===== src/rtl/edge_log_pkg.sv =====
`default_nettype none
//==============================================================================
// Package  : edge_log_pkg
// Brief    : Shared types for the edge time logger: entry width helper, the
//            change flags portion of a log entry and the capture state encoding.
// Revision : 1.0 - initial release
//==============================================================================
package edge_log_pkg;

    // Mask nibble plus value nibble appended below the timestamp
    localparam int c_FLAG_W = 8;

    // Full entry width {ts, mask, value} for a given timestamp width
    function automatic int entry_w(input int ts_w);
        return ts_w + c_FLAG_W;
    endfunction

    // Capture state
    typedef enum logic [1:0] {
        ST_IDLE  = 2'd0,
        ST_ARMED = 2'd1,
        ST_DONE  = 2'd2
    } state_t;

    // Low part of an entry; the timestamp is prepended where its width is known
    typedef struct packed {
        logic [3:0] mask;
        logic [3:0] value;
    } edge_flags_t;

endpackage
`default_nettype wire


===== src/rtl/edge_log_fifo.sv =====
`default_nettype none
//==============================================================================
// Module   : edge_log_fifo
// Brief    : DEPTH x WIDTH first-word-fall-through FIFO with synchronous clear.
//            Push while full is accepted when a pop happens in the same cycle.
//            When empty, pop_data keeps showing the most recently popped word.
// Revision : 1.0 - initial release
//==============================================================================
module edge_log_fifo #(
    parameter int WIDTH = 24,
    parameter int DEPTH = 8
) (
    input  logic             clk,
    input  logic             rst_n,
    input  logic             clr,
    input  logic             push,
    input  logic [WIDTH-1:0] push_data,
    input  logic             pop,
    output logic [WIDTH-1:0] pop_data,
    output logic             full,
    output logic             empty
);
    localparam int c_AW = $clog2(DEPTH);
    localparam logic [c_AW:0]   c_PTR_ONE = 1;
    localparam logic [c_AW-1:0] c_IDX_ONE = 1;

    logic [WIDTH-1:0] r_mem [DEPTH];
    logic [c_AW:0]    r_wr_ptr;
    logic [c_AW:0]    r_rd_ptr;
    logic [c_AW-1:0]  w_wr_idx;
    logic [c_AW-1:0]  w_rd_idx;
    logic [c_AW-1:0]  w_last_idx;
    logic             w_do_pop;
    logic             w_do_push;

    assign w_wr_idx   = r_wr_ptr[c_AW-1:0];
    assign w_rd_idx   = r_rd_ptr[c_AW-1:0];
    assign w_last_idx = w_rd_idx - c_IDX_ONE;
    assign empty      = (r_wr_ptr == r_rd_ptr);
    assign full       = (r_wr_ptr[c_AW] != r_rd_ptr[c_AW]) && (w_wr_idx == w_rd_idx);
    assign w_do_pop   = pop && !empty;
    assign w_do_push  = push && (!full || w_do_pop);
    // Slot behind the read pointer is the last head once the FIFO drains
    assign pop_data   = empty ? r_mem[w_last_idx] : r_mem[w_rd_idx];

    // Pointer update; clear restarts at slot 0 and may take a push at once
    always_ff @(posedge clk or negedge rst_n) begin
        if (!rst_n) begin
            r_wr_ptr <= '0;
            r_rd_ptr <= '0;
        end else if (clr) begin
            r_rd_ptr <= '0;
            r_wr_ptr <= push ? c_PTR_ONE : '0;
        end else begin
            if (w_do_push) r_wr_ptr <= r_wr_ptr + c_PTR_ONE;
            if (w_do_pop)  r_rd_ptr <= r_rd_ptr + c_PTR_ONE;
        end
    end

    // Storage write; reset zeroes it so the output reads 0 after reset
    always_ff @(posedge clk or negedge rst_n) begin
        if (!rst_n) begin
            for (int i = 0; i < DEPTH; i++) r_mem[i] <= '0;
        end else if (clr) begin
            if (push) r_mem[0] <= push_data;
        end else if (w_do_push) begin
            r_mem[w_wr_idx] <= push_data;
        end
    end

endmodule
`default_nettype wire


===== src/rtl/edge_time_logger.sv =====
`default_nettype none
//==============================================================================
// Module   : edge_time_logger
// Brief    : Samples 4 lines each clock, timestamps every value change with a
//            cycle counter and queues {ts, mask, value} entries for readout.
// Config   : EDGE_TIME_LOGGER_SYNC_EN - pass sig_in through a 2-flop
//            synchronizer first (logged ts becomes 2 cycles late).
// Revision : 1.0 - initial release
//==============================================================================
module edge_time_logger
    import edge_log_pkg::*;
#(
    parameter int TS_W  = 16,
    parameter int DEPTH = 8
) (
    input  logic            clk,
    input  logic            rst_n,
    input  logic [3:0]      sig_in,
    input  logic            start,
    input  logic            stop,
    output logic            rd_valid,
    input  logic            rd_ready,
    output logic [TS_W+7:0] rd_data,
    output logic            armed,
    output logic            overflow,
    output logic            ts_sat
);
    localparam int c_ENTRY_W = entry_w(TS_W);
    localparam logic [TS_W-1:0] c_TS_MAX = {TS_W{1'b1}};
    localparam logic [TS_W-1:0] c_TS_ONE = 1;

    typedef struct packed {
        logic [TS_W-1:0] ts;
        edge_flags_t     flags;
    } entry_t;

    state_t          r_state;
    logic [TS_W-1:0] r_ts;
    logic [3:0]      r_prev;
    logic            r_armed;
    logic            r_overflow;
    logic            r_ts_sat;

    logic [3:0]      w_sample;
    logic [3:0]      w_mask;
    logic [TS_W-1:0] w_ts_next;
    logic            w_start_acc;
    logic            w_log;
    logic            w_sat_hit;
    logic            w_drop;
    logic            w_push;
    logic            w_full;
    logic            w_empty;
    entry_t          w_push_entry;

`ifdef EDGE_TIME_LOGGER_SYNC_EN
    logic [3:0] r_sync1;
    logic [3:0] r_sync2;

    // Two-flop synchronizer for asynchronous monitored lines
    always_ff @(posedge clk or negedge rst_n) begin
        if (!rst_n) begin
            r_sync1 <= 4'b0000;
            r_sync2 <= 4'b0000;
        end else begin
            r_sync1 <= sig_in;
            r_sync2 <= r_sync1;
        end
    end

    assign w_sample = r_sync2;
`else
    assign w_sample = sig_in;
`endif

    // The timestamp of an edge is the counter value that edge produces
    assign w_start_acc = start && (r_state != ST_ARMED);
    assign w_mask      = w_sample ^ r_prev;
    assign w_ts_next   = (r_ts == c_TS_MAX) ? r_ts : r_ts + c_TS_ONE;
    assign w_log       = (r_state == ST_ARMED) && (w_mask != 4'b0000);
    assign w_sat_hit   = (r_state == ST_ARMED) && (w_ts_next == c_TS_MAX);
    // Full with a simultaneous pop is not a drop
    assign w_drop      = w_log && w_full && !rd_ready;
    assign w_push      = w_start_acc || w_log;

    assign w_push_entry.ts          = w_start_acc ? '0 : w_ts_next;
    assign w_push_entry.flags.mask  = w_start_acc ? 4'b0000 : w_mask;
    assign w_push_entry.flags.value = w_sample;

    // Capture FSM with timestamp counter, change tracking and sticky flags
    always_ff @(posedge clk or negedge rst_n) begin
        if (!rst_n) begin
            r_state    <= ST_IDLE;
            r_ts       <= '0;
            r_prev     <= 4'b0000;
            r_armed    <= 1'b0;
            r_overflow <= 1'b0;
            r_ts_sat   <= 1'b0;
        end else begin
            case (r_state)
                ST_IDLE, ST_DONE: begin
                    if (start) begin
                        r_state    <= ST_ARMED;
                        r_armed    <= 1'b1;
                        r_ts       <= '0;
                        r_prev     <= w_sample;
                        r_overflow <= 1'b0;
                        r_ts_sat   <= 1'b0;
                    end
                end
                ST_ARMED: begin
                    r_ts <= w_ts_next;
                    if (w_log)     r_prev     <= w_sample;
                    if (w_drop)    r_overflow <= 1'b1;
                    if (w_sat_hit) r_ts_sat   <= 1'b1;
                    if (stop || w_sat_hit) begin
                        r_state <= ST_DONE;
                        r_armed <= 1'b0;
                    end
                end
                default: begin
                    r_state <= ST_IDLE;
                    r_armed <= 1'b0;
                end
            endcase
        end
    end

    edge_log_fifo #(
        .WIDTH (c_ENTRY_W),
        .DEPTH (DEPTH)
    ) u_fifo (
        .clk       (clk),
        .rst_n     (rst_n),
        .clr       (w_start_acc),
        .push      (w_push),
        .push_data (w_push_entry),
        .pop       (rd_ready),
        .pop_data  (rd_data),
        .full      (w_full),
        .empty     (w_empty)
    );

    assign rd_valid = !w_empty;
    assign armed    = r_armed;
    assign overflow = r_overflow;
    assign ts_sat   = r_ts_sat;

endmodule
`default_nettype wire


===== config.mk =====
export PLATFORM = sky130hd
export DESIGN_NAME = edge_time_logger
export DESIGN_NICKNAME = d
export VERILOG_FILES = /design/src/rtl/edge_log_pkg.sv /design/src/rtl/edge_log_fifo.sv /design/src/rtl/edge_time_logger.sv
export SDC_FILE = /design/constraint.sdc
export NUM_CORES = 1
export LEC_CHECK = 0
export ABC_AREA = 1
export CORE_MARGIN = 10
export CORE_UTILIZATION = 58
export CTS_BUF_LIST = sky130_fd_sc_hd__clkbuf_4 sky130_fd_sc_hd__clkbuf_8
export DETAILED_ROUTE_END_ITERATION = 12
export GPL_ROUTABILITY_DRIVEN = 0
export GPL_TIMING_DRIVEN = 1
export PLACE_DENSITY = 0.79
export SLEW_MARGIN = 20
export SYNTH_ARGS = -nofsm -noshare
export SYNTH_HDL_FRONTEND = slang
export SYNTH_HIERARCHICAL = 1
export SYNTH_SLANG_ARGS = --single-unit
export TNS_END_PERCENT = 100

===== constraint.sdc =====
create_clock -name clk -period 3.43 [get_ports clk]
set_input_delay 0.8575 -clock clk [delete_from_list [all_inputs] [get_ports clk]]
set_output_delay 0.8575 -clock clk [all_outputs]
set_load 0.005 [all_outputs]

==> flow_summary_export.csv, run 1 <==
group,metric,value,unit
run_status,status,"finished with violations",
run_status,violations,"negative setup slack",
detailed_routing,route.detailed.drc,0,
global_routing,gr-total-overflow,0,
timing,worst-slew-pin-transition,0.8533,ns
clock_network,htreeDepth,2,
timing,fmax,0.2891,GHz
global_routing,grt_pass1_vias,12860,
worst_setup_path,arrival,2.60,ns
worst_setup_path,path_cells,"nand2_1 > nand2_1 > nor2_4 > nand3_2 > inv_4 > buf_12 > o211ai_1 > nand2_1 > clkdlybuf4s50_1",
layout,final_common_cell,"nand2_1",
synth,synthAdderAreaFrac,0.3771,%
clock_network,cts_tree,"done",
timing,setup_viol,1,
clock_network,numCtsBuffers,40,
layout,area_delta_synth_final,14.00,%
timing,slew_violations,0,
worst_setup_path,cpMaxStageDelayCell,"dfrtp_4",
pwr,power.density,1010,mW/mm2
detailed_routing,routed_wl,43570,um
detailed_routing,drtAntennaViolNets,0,
synth,ys_ff_latch,225,
global_routing,antenna_found_initial,0,
timing,clock_skew,0.01891,ns
global_routing,track_usage,28.69,%
layout,nets,1922,
die,dieWidth,171.3,um
synth,synthCells,1898,
pwr,ir_worst_vdd,0.0006729,V
worst_setup_path,cp_max_fo,12,
global_routing,grt_pass1_wl,67600,um
timing,rsz0062_at_grt,"yes",
synth,synth-simple-area-share,29.89,%
worst_setup_path,cp_slowest_stage_delay,0.52,ns
synth,synth_cell_types,33,
pwr,total_power,15270,uW
synth,syn_area,0.01327,mm2
detailed_routing,drt_iter0_markers,1712,
synth,synth_top_family_by_area,"simple AND/OR/NAND/NOR gates",
worst_setup_path,setup.worst_path.class,"register to output pin",
die,initial_core_util,58.80,%
timing,finalSetupTns,-0.02842,ns
detailed_routing,vias,13690,
synth,synth_warnings,6,
synth,synthTopCellsByArea,"dfrtp_1 42%, nand2_1 18%, o21ai_0 7.8%",
timing,setup_ws,-0.02842,ns
flow_run,max_cap_violations,0,
clock_network,clk_latency,0.54,ns
clock_network,ctsLongestPathBuffers,3,
pwr,leakagePower,0.007462,uW
layout,drive_above_1_share,10.73,%
detailed_routing,avgViaCountPerCell,6.153,
timing,whs,0.3313,ns
clock_network,cts_sinks,225,
clock_network,cts.root.buffer_cell,"clkbuf_8",
synth,synth_top_area_share,42.42,%
synth,synth_area_per_cell,6.993,um2
worst_setup_path,cp.required,2.57,ns
timing,final_hold_viol_count,0,
clock_network,postCtsHoldBufs,0,
layout,fillers,1918,
synth,synth.area.mux_share,0.3394,%
timing,finalCritPeriodShare,100.8,%
die,core_region_area,0.02257,mm2
synth,synthesis.nets,1911,
worst_setup_path,start_kind,"register",
worst_setup_path,worst_path_most_repeated_cell,"nand2_1",
synth,synth_largest_area_cell,"dfrtp_1",
die,ios,37,
layout,antenna_cells,0,
synth,synth-xor-area-share,0.8578,%
placed_design,post-dp-hpwl,25920,um
min_path,hold_path_class,"input pin to async pin",
layout,final_cell_mix,"631 x nand2_1, 223 x dfrtp_1, 191 x o21ai_0",
synth,yosysSeqAreaShare,42.42,%
die,die-area,0.02934,mm2
detailed_routing,wire_per_inst,19.59,um
timing,fin_crit,3.458,ns
timing,relSlewSlack,42.91,%
detailed_routing,dr.pass1.iters,5,
placed_design,port_buffers,36,
global_routing,grt_max_degree,135,
die,core.rowCount,55,
worst_setup_path,cp-end-kind,"output pin",
synth,synth_compound_area_share,17.33,%
die,die_h,171.3,um
clock_network,path_clk_slew,0.06,ns
==> path summary, 6_finish.rpt <==
path / from / to / slack [ns] / depth (start not counted)
max: u_fifo/r_rd_ptr[0] / rd_data[11] / -0.03 / 9
min: rst_n / u_fifo/r_mem[79] / 0.33 / 1
max reg2reg: r_ts[1] / u_fifo/r_mem[109] / 1.02 / 11
min reg2reg: u_fifo/r_mem[135] / u_fifo/r_mem[135] / 0.48 / 2
max in group asynchronous: rst_n / u_fifo/r_mem[57] / 2.27 / 2
min in group clk: u_fifo/r_mem[135] / u_fifo/r_mem[135] / 0.48 / 2
==> worst max-delay path: cells and delay by family (launching register included) <==
kind | cells | cell delay (ns)
AND/OR/NAND/NOR | 5 | 0.58
flip-flops | 1 | 0.52
buffers and inverters | 3 | 0.84
AO/OA/AOI/OAI | 1 | 0.10
==> sequential cells by signal, indices dropped and copies added, names as in the netlist <==
| register | cells |
|---|---|
| ts_sat | 1 |
| armed | 1 |
| r_state | 2 |
| r_prev | 4 |
| overflow | 1 |
| u_fifo/r_wr_ptr | 4 |
| u_fifo/r_mem | 192 |
| u_fifo/r_rd_ptr | 4 |
| r_ts | 16 |
==> what timing repair did <==
item                                   4_1_cts  5_1_grt
pin swaps                                    3        3
setup buffers                                3        5
gates resized for setup                     35       25
endpoints found under the hold margin        0        0
setup endpoints to repair                   24       17
cloned                                       0        5
==> Yosys cell counts <==
cell type    n
inv_2        6
nand4_4      1
mux2_2       4
a21oi_1    125
nand3_1    175
dfrtp_1    225
nand4_1     12
xor2_1       7
o31ai_1      1
buf_6        3
nand3b_1     1
xnor2_1      6
buf_1       12
nand2_2     11
o211ai_1    72
clkbuf_1    66
nor2_1     102
ha_1         4
or2_2        1
inv_4        1
nor3_1       7
nor2_4       4
buf_2       63
nor2_2       4
o22ai_1     12
clkinv_1     3
nand3_2      3
inv_1      117
nand2_1    632
buf_4        6
o21ai_0    206
o21ai_1      4
nand2_4      2
==> layer usage <==
metal | GRT usage, % | up-vias | part of all wire, %
met5 | 0 | - | 0
met4 | 15.05 | 0 | 5.5
met3 | 5.249 | 177 | 11
met2 | 45.71 | 885 | 45
met1 | 36.53 | 6381 | 38
li1 | - | 6242 | -
==> cells by family (layout without fill, tap and decap cells) <==
kind of cell / count (synthesis) / in the layout
AND/OR/NAND/NOR: 955 / 955
AO/OA/AOI/OAI: 420 / 420
buffers and inverters: 277 / 318
flip-flops: 225 / 225
XOR/XNOR: 13 / 13
adder cells (fa/ha/maj): 4 / 4
multiplexers: 4 / 4
==> layout make-up <==
cell class / instances / area, um2 / area share (%)
multi-input cells: 1396 / 6535 / 43.19
flip-flops and latches: 225 / 5635 / 37.24
repair buffers: 119 / 1239 / 8.187
clock buffers: 66 / 820.8 / 5.425
inverters: 127 / 489.2 / 3.233
well taps: 285 / 356.6 / 2.357
clock inverters: 6 / 55.05 / 0.3638
==> where the power goes <==
group | switching, uW | total (uW) | internal, uW
sequential | 680 | 4230 | 3550
combinational | 5200 | 8300 | 3110
clock | 1160 | 2740 | 1580
total | 7030 | 15300 | 8240
==> through the flow <==
step / setup slack, ns / utilization [%] / std cells / instance area (um2)
floorplan: 0.1536 / - / 1898 / 13270
global placement: 0.3482 / 62.10 / 2139 / 14020
detailed placement: 0.3090 / 62.10 / 2139 / 14020
CTS: -0.08007 / 66.15 / 2214 / 14930
global route: -0.1250 / 67.03 / 2224 / 15130
finish: -0.02842 / 67.03 / 2224 / 15130
Power figures use the tool's default switching activity.
==> inputs of run 2 (changes only) <==
- SKIP_CTS_REPAIR_TIMING: unset -> 1
==> flow_summary_export.csv, run 2 (synthesized netlist as in run 1, its figures left out) <==
group,metric,value,unit
layout,antenna_cells,0,
global_routing,gr-total-overflow,0,
detailed_routing,avgViaCountPerCell,6.144,
timing,fin_crit,3.528,ns
placed_design,port_buffers,36,
timing,finalCritPeriodShare,102.9,%
worst_setup_path,start_kind,"register",
clock_network,ctsLongestPathBuffers,3,
timing,clock_skew,0.02044,ns
detailed_routing,drt_iter0_markers,1724,
worst_setup_path,cpMaxStageDelayCell,"clkdlybuf4s50_1",
timing,whs,0.3131,ns
detailed_routing,wire_per_inst,19.39,um
layout,top_register,"u_fifo/r_mem",
layout,reg_top3,"u_fifo/r_mem x192, r_ts x16",
detailed_routing,drtAntennaViolNets,0,
clock_network,path_clk_slew,0.06,ns
die,core_region_area,0.02257,mm2
layout,post-route-util,67.24,%
layout,area_delta_synth_final,14.35,%
timing,final_hold_viol_count,0,
worst_setup_path,arrival,2.67,ns
global_routing,grt_max_degree,135,
global_routing,grt_pass1_vias,12790,
clock_network,cts.root.buffer_cell,"clkbuf_8",
detailed_routing,routed_wl,43190,um
pwr,ir_worst_vdd,0.0006791,V
worst_setup_path,cp_slowest_stage_delay,0.51,ns
clock_network,clk_latency,0.55,ns
worst_setup_path,cp_max_fo,25,
die,dieWidth,171.3,um
timing,slew_violations,0,
timing,setup_ws,-0.09841,ns
pwr,leakagePower,0.007603,uW
die,core.rowCount,55,
worst_setup_path,critPathBufInv,3,
clock_network,cts_tree,"done",
timing,setup_viol,4,
flow_run,max_cap_violations,0,
clock_network,htreeDepth,2,
min_path,hold_path_class,"input pin to async pin",
timing,rsz0062_at_grt,"yes",
worst_setup_path,setup.worst_path.class,"register to output pin",
detailed_routing,dr.pass1.iters,7,
worst_setup_path,crit_family,"buffers and inverters",
placed_design,post-dp-hpwl,25920,um
clock_network,numCtsBuffers,40,
detailed_routing,route.detailed.drc,0,
worst_setup_path,cp.required,2.57,ns
layout,nets,1925,
die,die_h,171.3,um
worst_setup_path,path_cells,"inv_8 > ha_4 > buf_12 > o21ai_0 > o21ai_1 > o211ai_1 > nand2_1 > clkdlybuf4s50_1",
timing,worst-slew-pin-transition,0.8278,ns
die,ios,37,
clock_network,cts_sinks,225,
global_routing,antenna_found_initial,0,
global_routing,track_usage,28.58,%
timing,fmax,0.2834,GHz
layout,drive_above_1_share,10.81,%
run_status,status,"finished with violations",
timing,relSlewSlack,44.61,%
die,initial_core_util,58.80,%
die,die-area,0.02934,mm2
run_status,violations,"negative setup slack",
detailed_routing,vias,13680,
pwr,power.density,1009,mW/mm2
worst_setup_path,cp-end-kind,"output pin",
global_routing,grt_pass1_wl,67370,um
layout,final_cell_mix,"632 x nand2_1, 223 x dfrtp_1, 195 x o21ai_0",
layout,final_common_cell,"nand2_1",
layout,largest_register_ffs,192,
placed_design,place_ws,0.3090,ns
run 2: worst register-to-register path, delay by kind of cell (launching register included):
| kind | cells | cell delay [ns] |
|---|---|---|
| DFF | 1 | 0.43 |
| adders and majority gates | 1 | 0.32 |
| buffers and inverters | 2 | 0.13 |
| and+or+nand+nor | 8 | 1.47 |
run 2: routing by layer:
| layer | wire length, um | GRT usage (%) | part of all wire (%) | vias to the layer above |
|---|---|---|---|---|
| met1 | 16870 | 36.75 | 39 | 6381 |
| li1 | - | - | - | 6244 |
| met5 | 0 | 0 | 0 | - |
| met3 | 4682 | 4.882 | 11 | 190 |
| met2 | 19220 | 45.27 | 44 | 868 |
| met4 | 2420 | 15.27 | 5.6 | 0 |
run 2: cell type report:
cell class	instances	area [um2]
clock buffer	66	820.8
clock inverter	6	55.05
fill	1907	7395
inverter	127	489.2
multi-input combinational	1396	6536
sequential	225	5635
tap	285	356.6
timing repair buffer	122	1284
run 2: power by group:
group	switching [uW]	leakage (uW)	internal, uW
registers	680	0.00300	3550
clock network	1160	0.000472	1580
logic	5140	0.00413	3200
total	6980	0.00760	8330
run 2: path summary, 6_finish.rpt:
kind / from / to / slack, ns / cells after the start
max in group asynchronous: rst_n / u_fifo/r_mem[17] / 2.28 / 2
min: rst_n / u_fifo/r_mem[79] / 0.31 / 1
min reg2reg: u_fifo/r_mem[135] / u_fifo/r_mem[135] / 0.48 / 2
max: u_fifo/r_rd_ptr[0] / rd_data[19] / -0.1 / 8
max reg2reg: r_ts[1] / u_fifo/r_mem[109] / 1.01 / 11
min in group clk: u_fifo/r_mem[135] / u_fifo/r_mem[135] / 0.48 / 2
run 2: stage by stage:
stage          area (um2)  TNS (ns)  std cells  total power, uW
3_5_place_dp        14020         0       2139            11960
6_report            15180   -0.2626       2227            15310
3_3_place_gp        14020         0       2139            11760
2_1_floorplan       13270         0       1898             8942
5_1_grt             15180   -0.5872       2227            16320
4_1_cts             14890    -5.280       2211            14740
==> RTL change 1, RTL diff (settings of run 2) <==
Set the parameter `TS_W` to 24 (it was 16).
--- a/src/rtl/edge_time_logger.sv
+++ b/src/rtl/edge_time_logger.sv
@@ -10,7 +10,7 @@
 module edge_time_logger
     import edge_log_pkg::*;
 #(
-    parameter int TS_W  = 16,
+    parameter int TS_W  = 24,
     parameter int DEPTH = 8
 ) (
     input  logic            clk,
Interface: changed (resized rd_data); port bits go from 37 to 45. The function was not compared with the original's and may differ.
==> RTL change 1 against run 2 <==
- the run still ends with negative setup slack left
- final area grew 31%
- sequential cell count rose by 72
- clock power grew 19%
- synthesized area grew 32%
- count of clock-buffer cells in the layout is 11 higher
- routed wire length increased by 40%
- worst setup slack worse by 0.11 ns
- total power is 20% higher
- final cell count grew 33%
- die area grew 28%
- fmax is 3.2% lower
- critical path type unchanged
==> RTL change 1: results (changes against run 2) <==
[outcome]
status = finished, violations left
violations = negative setup slack

[worst_setup_path]
reg2reg_from = r_ts[0]$_DFFE_PN0P_
r2r_setup_slack_ns = 0.60  ; -0.41 ns
arrival_ns = 2.79  ; +0.12 ns
critical_path.max_fanout = 22  ; -12%
r2r-end = u_fifo/r_mem[73]$_DFFE_PN0P_
rr_worst_depth = 10  ; -1
critPathCapture = rd_data[27]

[global_route]
use_met3_pct = 6.78  ; +1.9 points
met2_usage_pct = 47.0  ; +1.8 points
grt_antenna_before_repair = 0  ; unchanged
first_global_vias = 17200  ; +35%
gr-usage-met1_pct = 39.2  ; +2.5 points
grt_max_degree = 87  ; -36%
grt_pass1_wl_mm = 94.0  ; +40%

[placement]
numPortBuffers = 44  ; +22%
pre_cts_slack_ns = 0.175  ; -0.134 ns

[yosys]
synth_commonest_cells = 859 x nand2_1, 297 x dfrtp_1, 274 x nand3_1, 259 x o21ai_0, 194 x a21oi_1
synth_seq_area_share_pct = 42.3  ; -0.11 points
ys_types = 34  ; +3.0%
synth.area.top_cells = dfrtp_1 42%, nand2_1 18%, nand3_1 7.8%

[timing]
tns_ns = -0.781  ; -0.519 ns
max_slew_margin_pct = 15.6  ; -29 points
setup_viol = 4  ; unchanged
worst_slack_ns = -0.213  ; -0.115 ns
fin_skew_ns = 0.0569  ; +0.0364 ns

[route]
drt_iter0_markers = 2880  ; +67%
dr.pass1.iters = 6  ; -1
routed_wl_mm = 60.6  ; +40%

[power]
ir_drop_uv = 642  ; -5.4%
leakage_uw = 0.0101  ; +32%

[RTL change 1: changes by cell type after synthesis, moves of 43 or more]
cell / before / now
buf_2: 63 / 106
inv_1: 117 / 190
a21oi_1: 125 / 194
nand3_1: 175 / 274
nand2_1: 632 / 859
dfrtp_1: 225 / 297
o21ai_0: 206 / 259
[RTL change 1: layer usage]
layer	wire, µm	vias to the layer above
met5	0	-
met4	3070	0
met3	7890	253
met2	27300	1349
met1	22400	8598
li1	-	8273
[RTL change 1: layout make-up]
| type | instances | share of cell area [%] |
|---|---|---|
| Tap cell | 390 | 2.45 |
| Timing Repair Buffer | 139 | 8.20 |
| Multi-Input combinational cell | 1850 | 43.0 |
| Inverter | 199 | 3.81 |
| Sequential cell | 297 | 37.4 |
| Clock inverter | 7 | 0.264 |
| Clock buffer | 77 | 4.83 |
[RTL change 1: logic make-up after synthesis]
| kind of cell | Yosys count | synth area share, % |
|---|---|---|
| AOI/OAI and AO/OA | 540 | 16.5 |
| xor gates and xnor gates | 16 | 0.798 |
| adders and majority gates | 4 | 0.285 |
| buffers and inverters | 406 | 9.52 |
| DFF | 297 | 42.3 |
| muxes | 4 | 0.256 |
| and+or+nand+nor | 1286 | 30.3 |
[RTL change 1: where the power goes]
part | switching (µW) | internal (µW)
Clock | 1500 | 1770
Combinational | 6310 | 3650
Sequential | 702 | 4440
Total | 8510 | 9860
[RTL change 1: worst max-delay path, delay by kind of cell (launching register included)]
kind            cells  cell delay, ns
simple gates        3            0.33
flops               1            0.50
compound gates      2            0.24
fa+ha+maj           1            0.30
buf+inv             4            0.82
[RTL change 1: per-stage QoR]
stage	instance area (µm²)	hold slack, ns	cells
floorplan	17600	0.442	2553
global placement	18500	0.454	2866
detailed placement	18500	0.459	2866
CTS	19500	0.201	2950
global route	19900	0.213	2959
finish	19900	0.179	2959
==> RTL change 2, RTL diff (flow settings as in run 2) <==
Without the edit above. Encoding of `state_t`: now one-hot (3 bits for 3 states).
--- a/src/rtl/edge_log_pkg.sv
+++ b/src/rtl/edge_log_pkg.sv
@@ -16,10 +16,10 @@
     endfunction
 
     // Capture state
-    typedef enum logic [1:0] {
-        ST_IDLE  = 2'd0,
-        ST_ARMED = 2'd1,
-        ST_DONE  = 2'd2
+    typedef enum logic [2:0] {
+        ST_IDLE  = 3'b001,
+        ST_ARMED = 3'b010,
+        ST_DONE  = 3'b100
     } state_t;
 
     // Low part of an entry; the timestamp is prepended where its width is known
Behaviour: same outputs for any inputs over 4 cycles, from zero or initial values and one cycle with rst_n low; so few cycles prove little.
==> RTL change 2 against run 2 <==
- clock power decreased by 3%
- register-to-register slack got worse by 0.31 ns
- routed wire length decreased by 2.0%
- fmax decreased by 0.22%
- total power decreased by 7.9%
- count of clock-buffer cells in the layout decreased by 1
- sequential cell count increased by 1
- the flow still finishes with violations (negative setup slack)
- worst setup slack got worse by 0.0079 ns
- critical path type unchanged
- sequential power decreased by 2%
- synthesized area increased by 0.18%
- final area decreased by 0.80%
==> RTL change 2: results (changes against run 2) <==
[power]
swShare_pct = 44.5  ; -1.1 points
leakage_uw = 0.00752  ; -1.1%

[timing]
setup_viol = 7  ; +3
tns_ns = -0.316  ; -0.0533 ns
worst_slack_ns = -0.106  ; -0.00791 ns

[clocking]
numCtsBuffers = 41  ; +2.5%
insertion_delay_ns = 0.53  ; -0.02 ns

[finish]
multi_input_area_share_pct = 43.2  ; +0.15 points
bufAreaShareNonClock_pct = 7.77  ; -0.69 points
inverters = 134  ; +5.5%
non_clock_buffer_count = 111  ; -9.0%
regArea_mm2 = 0.00566  ; +0.49%
comb.multi_input.count = 1393  ; -0.21%
clkbuf_count = 65  ; -1.5%
post-route-util_pct = 66.7  ; -0.54 points
clock_area_share_pct = 5.60  ; -0.17 points

[yosys]
syn-num-nets = 1916  ; +0.26%
synth_commonest_cells = 636 x nand2_1, 225 x dfrtp_1, 208 x o21ai_0, 169 x nand3_1, 126 x a21oi_1
synth_compound_area_share_pct = 17.6  ; +0.28 points

[outcome]
status = finished, violations left
violations = negative setup slack

[route]
wl_per_cell_um = 19.1  ; -1.5%
vias_per_cell = 6.12  ; -0.32%
route.met3.wl_mm = 4.37  ; -6.7%

[global_route]
use_met3_pct = 5.57  ; +0.69 points
first_global_vias = 12700  ; -0.41%
grt_pass1_wl_mm = 67.3  ; -0.15%
grt_util_all_layers_pct = 28.7  ; +0.090 points
met2_usage_pct = 44.2  ; -1.1 points

[worst_setup_path]
arrival_ns = 2.68  ; about the same
r2r_setup_slack_ns = 0.70  ; -0.31 ns

[placement]
dp_hpwl_mm = 26.5  ; +2.4%
dp.cells = 2143  ; +0.19%
pre_cts_slack_ns = 0.177  ; -0.132 ns

==> RTL change 2: cell count changes in the layout (fill, tap and decap cells not counted), sizes merged, moves of 4 or more <==
| cell | run 2 | this run |
|---|---|---|
| buf | 83 | 74 |
| inv | 124 | 130 |
| nand3 | 178 | 173 |
| clkdlybuf4s50 | 15 | 19 |
| dlymetal6s2s | 20 | 16 |
==> RTL change 2: worst paths after layout <==
| check | end | startpoint |
|---|---|---|
| min in group clk | armed$_DFFE_PN0P_ | armed$_DFFE_PN0P_ |
| worst max register to register | u_fifo/r_mem[74]$_DFFE_PN0P_ | r_state[2]$_DFFE_PN0P_ |
| max in group asynchronous | u_fifo/r_mem[166]$_DFFE_PN0P_ | rst_n |
| worst min register to register | armed$_DFFE_PN0P_ | armed$_DFFE_PN0P_ |
| worst min-delay path | u_fifo/r_mem[123]$_DFFE_PN0P_ | rst_n |
| worst max-delay path | rd_data[7] | u_fifo/r_rd_ptr[0]$_DFFE_PN0P_ |
